==> src/rtl/uart_tx_unit.sv <==
// uart_tx_unit: 8N1 UART transmitter; define UART_TX_PARITY_EN for an extra even-parity bit.
module uart_tx_unit #(
    parameter int unsigned CLKS_PER_BIT = 217
) (
    input  logic       clk,
    input  logic       rst,
    input  logic       tx_start,
    input  logic [7:0] tx_data,
    output logic       tx_active,
    output logic       tx_serial,
    output logic       tx_done
);
    localparam int unsigned CW = $clog2(CLKS_PER_BIT);

`ifdef UART_TX_PARITY_EN
    typedef enum logic [2:0] {IDLE, START, DATA, PARITY, STOP, CLEANUP} state_t;
`else
    typedef enum logic [2:0] {IDLE, START, DATA, STOP, CLEANUP} state_t;
`endif

    state_t        state_q, state_d;
    logic [CW-1:0] cnt_q, cnt_d;
    logic [2:0]    idx_q, idx_d;
    logic [7:0]    data_q, data_d;
    logic          serial_q, serial_d;
    logic          active_q, active_d;
    logic          done_q, done_d;
    logic          bit_end;

    assign bit_end   = cnt_q == CW'(CLKS_PER_BIT - 1);
    assign tx_serial = serial_q;
    assign tx_active = active_q;
    assign tx_done   = done_q;

    // State and registered outputs; reset forces an idle line at once
    always_ff @(posedge clk or posedge rst) begin
        if (rst) begin
            state_q  <= IDLE;
            cnt_q    <= '0;
            idx_q    <= '0;
            data_q   <= '0;
            serial_q <= 1'b1;
            active_q <= 1'b0;
            done_q   <= 1'b0;
        end else begin
            state_q  <= state_d;
            cnt_q    <= cnt_d;
            idx_q    <= idx_d;
            data_q   <= data_d;
            serial_q <= serial_d;
            active_q <= active_d;
            done_q   <= done_d;
        end
    end

    // Next state; the line value for the next bit is chosen at the edge ending the current bit
    always_comb begin
        state_d  = state_q;
        cnt_d    = cnt_q;
        idx_d    = idx_q;
        data_d   = data_q;
        serial_d = serial_q;
        active_d = active_q;
        done_d   = 1'b0;
        unique case (state_q)
            IDLE: begin
                cnt_d    = '0;
                idx_d    = '0;
                serial_d = 1'b1;
                active_d = 1'b0;
                if (tx_start) begin
                    data_d   = tx_data;
                    state_d  = START;
                    serial_d = 1'b0;
                    active_d = 1'b1;
                end
            end
            START: begin
                if (bit_end) begin
                    cnt_d    = '0;
                    state_d  = DATA;
                    serial_d = data_q[0];
                end else begin
                    cnt_d = cnt_q + 1'b1;
                end
            end
            DATA: begin
                if (bit_end) begin
                    cnt_d = '0;
                    if (idx_q == 3'd7) begin
                        idx_d = '0;
`ifdef UART_TX_PARITY_EN
                        state_d  = PARITY;
                        serial_d = ^data_q;
`else
                        state_d  = STOP;
                        serial_d = 1'b1;
`endif
                    end else begin
                        idx_d    = idx_q + 3'd1;
                        serial_d = data_q[idx_d];
                    end
                end else begin
                    cnt_d = cnt_q + 1'b1;
                end
            end
`ifdef UART_TX_PARITY_EN
            PARITY: begin
                if (bit_end) begin
                    cnt_d    = '0;
                    state_d  = STOP;
                    serial_d = 1'b1;
                end else begin
                    cnt_d = cnt_q + 1'b1;
                end
            end
`endif
            STOP: begin
                if (bit_end) begin
                    cnt_d    = '0;
                    state_d  = CLEANUP;
                    serial_d = 1'b1;
                    active_d = 1'b0;
                    done_d   = 1'b1;
                end else begin
                    cnt_d = cnt_q + 1'b1;
                end
            end
            CLEANUP: begin
                state_d = IDLE;
            end
            default: begin
                state_d  = IDLE;
                cnt_d    = '0;
                idx_d    = '0;
                serial_d = 1'b1;
                active_d = 1'b0;
            end
        endcase
    end
endmodule

==> config.mk <==
export PLATFORM = sky130hd
export DESIGN_NAME = uart_tx_unit
export DESIGN_NICKNAME = d
export VERILOG_FILES = /design/src/rtl/uart_tx_unit.sv
export SDC_FILE = /design/constraint.sdc
export NUM_CORES = 1
export LEC_CHECK = 0
export BUFFER_PORTS_ARGS = -buffer_cell sky130_fd_sc_hd__buf_2
export CAP_MARGIN = 15
export CORE_AREA = 8 8 68 70
export DETAILED_ROUTE_END_ITERATION = 8
export DIE_AREA = 0 0 76 78
export SYNTH_ARGS = -nofsm -noshare
export SYNTH_HDL_FRONTEND = slang
export SYNTH_SLANG_ARGS = --single-unit
==> constraint.sdc <==
create_clock -name clk -period 2.1 [get_ports clk]
set_input_delay 0 -clock clk [delete_from_list [all_inputs] [get_ports clk]]
set_output_delay 0 -clock clk [all_outputs]
set_load 0.05 [all_outputs]
==> summary by stage <==
Power and ir drop
Registers are responsible for 64.4% of the overall power. Net switching is 22.62% of the power. The net switching power is 0.0001738 W.

The total leakage power is 0.6920 nW. Internal power comes to 0.0005946 W. Dividing total power by cell area gives a power density of 467.4 nW/um^2. Of the total power, the clock network draws 28.7%. The share of power burned in combinational logic is 6.8%. The largest voltage drop on the vdd net is 432.8 uV.

Final layout
The filler cell count is 338. The top cell types in the final layout, fill and taps aside, are 24 x dfrtp_1, 13 x buf_2, 11 x nor2_1, 10 x mux2_2, 9 x dlygate4sd3_1. The net count of the finished layout is 166. Compared with the post-synthesis result, the final layout area differs by 18.91%. The final antenna diode count is 0.

Leaving out fill and tap cells, the most frequent cell in the layout is dfrtp_1. The post-route netlist has 28.67% of its cells at a drive strength greater than 1. Cells fill 46.30% of the core in the end.

Place
The congestion estimate from routability-driven global placement came to 0.7867. Detailed placement finished with a half-perimeter wire length of 2171 um. The quantity of I/O buffers inserted on ports is 13.

Timing
Setup repair after global routing left no endpoint under its margin. The final clock period utilization by the worst path is 94.69%. The count of endpoints failing setup in the final report is 0.

The smallest clock period supported by the final layout is computed as 1988 ps. The setup TNS after final layout is 0 ps. Static timing analysis puts the maximum clock frequency at 502.9 MHz.

The max-slew violation count came to 0. The clock arrives with 12.69 ps of skew. The worst hold margin is 178.0 ps. The hold violation count in the final report is 0. The relative max-transition margin is 61.29%. The slew of the pin with the lowest slew margin is 576.3 ps.

Drt
Before antenna repair, the detailed router went through 4 iterations. Dividing the detail-routed wire length by the instance count gives 14.94 um. The remaining routing DRC violations is 0.

The overall routed net length is 2958 um. Dividing the detail-routed via count by the number of cells gives 5.268. Once detail routing completed, the nets flagged for antenna violations numbered 0. The total number of vias is 1043. After the first detailed-routing iteration, the DRC count stood at 32.

Synth
Sequential cells were found to cover 45.34% of the synthesized design area. The gate count after technology mapping is 123. The synthesized netlist contains 42 unique library cells. In this run, synthesis inferred 0 flip-flops with an integrated enable. The post-synthesis async set-or-reset flop share is 100.0%. The summed instance area of the synthesized netlist is 1383 um^2. The number of storage elements in the synthesis netlist is 25. The most common flop cell mapped by yosys is dfrtp_1.

Averaged over all synthesized cells, the footprint is 11.24 um^2. Yosys printed 0 warnings. The synthesized netlist net count is 138.

Floorplan
Row generation in the floorplan step produced 22 rows. The die is 78 um tall. The die outline area is 5928 um^2. The number of I/O pins is 14. Once the floorplan was initialized, standard cells occupied 38.94% of the core. From left edge to right edge, the die measures 76 um. The core region is 3551 um^2.

Global routing
The wire length of the first global-routing pass is 5244 um. The total routing resource utilization after global routing is 10.52%. After global routing the overflow that remains totals 0. The largest net degree at the start of global routing is 26. The number of antenna violations at the first check in global routing is 0.

The via count of the first global-routing pass is 1154.

Critical path
The kind of critical path is flop to flop. The top fanout value on the critical path is 4. The element type at the critical path start is a flop. STA classifies the critical path endpoint as a flop. The arrival time of data at the critical path endpoint is 2250 ps. For the worst setup path, the data required time is 2360 ps. The worst-case register-to-register setup slack is 110 ps.

CTS
The clock passes through at most 2 buffers. In this run, CTS created clock tree buffers numbering 3. Counting every sink on the clock net gives 25.

The worst-skew pair later-pin latency is 330 ps. The clock tree from TritonCTS is done. The post-CTS clock slew at the launch and capture registers of the worst setup and hold paths is 140 ps.

In this run the number of H-tree levels came out at 1. The cell at the root of the clock tree is clkbuf_4.

Status
The flow ran to the end, and the final reports show no timing, DRC or antenna violations.

Min path
The path type of the worst min-delay path is primary input to flop.

Job
Across the run, the number of max-cap violations was 0.
==> worst max-delay path: stages (launching register included) <==
cell and delay, ps:
dfrtp_1 420, ha_1 230, ha_4 300, mux4_2 480, nor4b_1 150, o32a_1 350
==> cells in the mapped netlist, types with 3 or more instances <==
cell,number,area (um^2)
dfrtp_1,24,600.6
nor2_1,11,41.29
mux2_2,10,112.6
inv_1,7,26.28
nor3_1,6,30.03
o21ai_0,6,30.03
ha_1,4,50.05
nand2b_1,4,25.02
nand4_1,4,25.02
xor2_1,4,35.03
nand2_1,3,11.26
nand3_1,3,15.01
==> layer usage <==
metal	wire [um]	share of wire, %	global-route usage, %	vias to the layer above
li1	-	-	-	506
met1	1292	44	12.06	511
met5	0	0	0	-
met4	57	1.9	2.745	0
met2	1491	50	18.34	18
met3	117	4.0	3.456	8
==> timing repair <==
| action | CTS | global route |
|---|---|---|
| endpoints found under the setup margin | 0 | 1 |
| gates resized for setup | 0 | 1 |
| buffers inserted | 0 | 0 |
| hold buffers | 9 | 0 |
| hold endpoints to repair | 33 | 0 |
==> registers in the layout, indices dropped and copies added, names as in the netlist <==
signal,count
cnt_q,8
data_q,8
idx_q,3
state_q,3
tx_active,1
tx_done,1
tx_serial,1
==> cell families (layout without fill, tap and decap cells) <==
group,after synthesis,after routing,synth area share [%]
AND/OR/NAND/NOR,42,42,20.54
flip-flops,25,25,45.34
AO/OA/AOI/OAI,22,22,11.40
multiplexers,13,13,11.22
buffers and inverters,11,38,4.072
XOR/XNOR,6,6,3.801
adder cells (fa/ha/maj),4,4,3.620
==> power by group through the flow <==
stage / Sequential (W) / Combinational (W) / Clock [W]
4_1_cts: 0.000495 / 0.0000538 / 0.000233
5_1_grt: 0.000497 / 0.0000587 / 0.000247
3_3_place_gp: 0.000504 / 0.0000398 / 0
6_report: 0.000495 / 0.0000525 / 0.000221
2_1_floorplan: 0.000506 / 0.0000212 / 0
3_5_place_dp: 0.000504 / 0.0000412 / 0
==> area by class of cell <==
cell class | count | area, um^2 | area share [%]
Multi-Input combinational cell | 87 | 711.9 | 43.30
Sequential cell | 25 | 626.9 | 38.13
Clock buffer | 4 | 26.28 | 1.598
Timing Repair Buffer | 27 | 192.7 | 11.72
Tap cell | 48 | 60.06 | 3.653
Inverter | 7 | 26.28 | 1.598
==> through the flow <==
stage | instance area, um^2 | setup slack (ps) | cells | total power, W
2_1_floorplan | 1383 | 110.4 | 123 | 0.0005273
3_3_place_gp | 1515 | 130.0 | 185 | 0.0005440
3_5_place_dp | 1515 | 68.97 | 185 | 0.0005455
4_1_cts | 1632 | 50.16 | 198 | 0.0007827
5_1_grt | 1644 | 51.16 | 198 | 0.0008026
6_report | 1644 | 111.6 | 198 | 0.0007685
==> worst paths after layout <==
check	start	end	cells past startpoint
setup / recovery	idx_q[1]	tx_serial	5
hold / removal	tx_start	state_q[0]	5
setup reg to reg	idx_q[1]	tx_serial	5
hold reg to reg	data_q[7]	data_q[7]	1
max in group asynchronous	rst	tx_serial	4
min in group asynchronous	rst	state_q[0]	4
No activity file was read; power rests on OpenSTA's default activity.
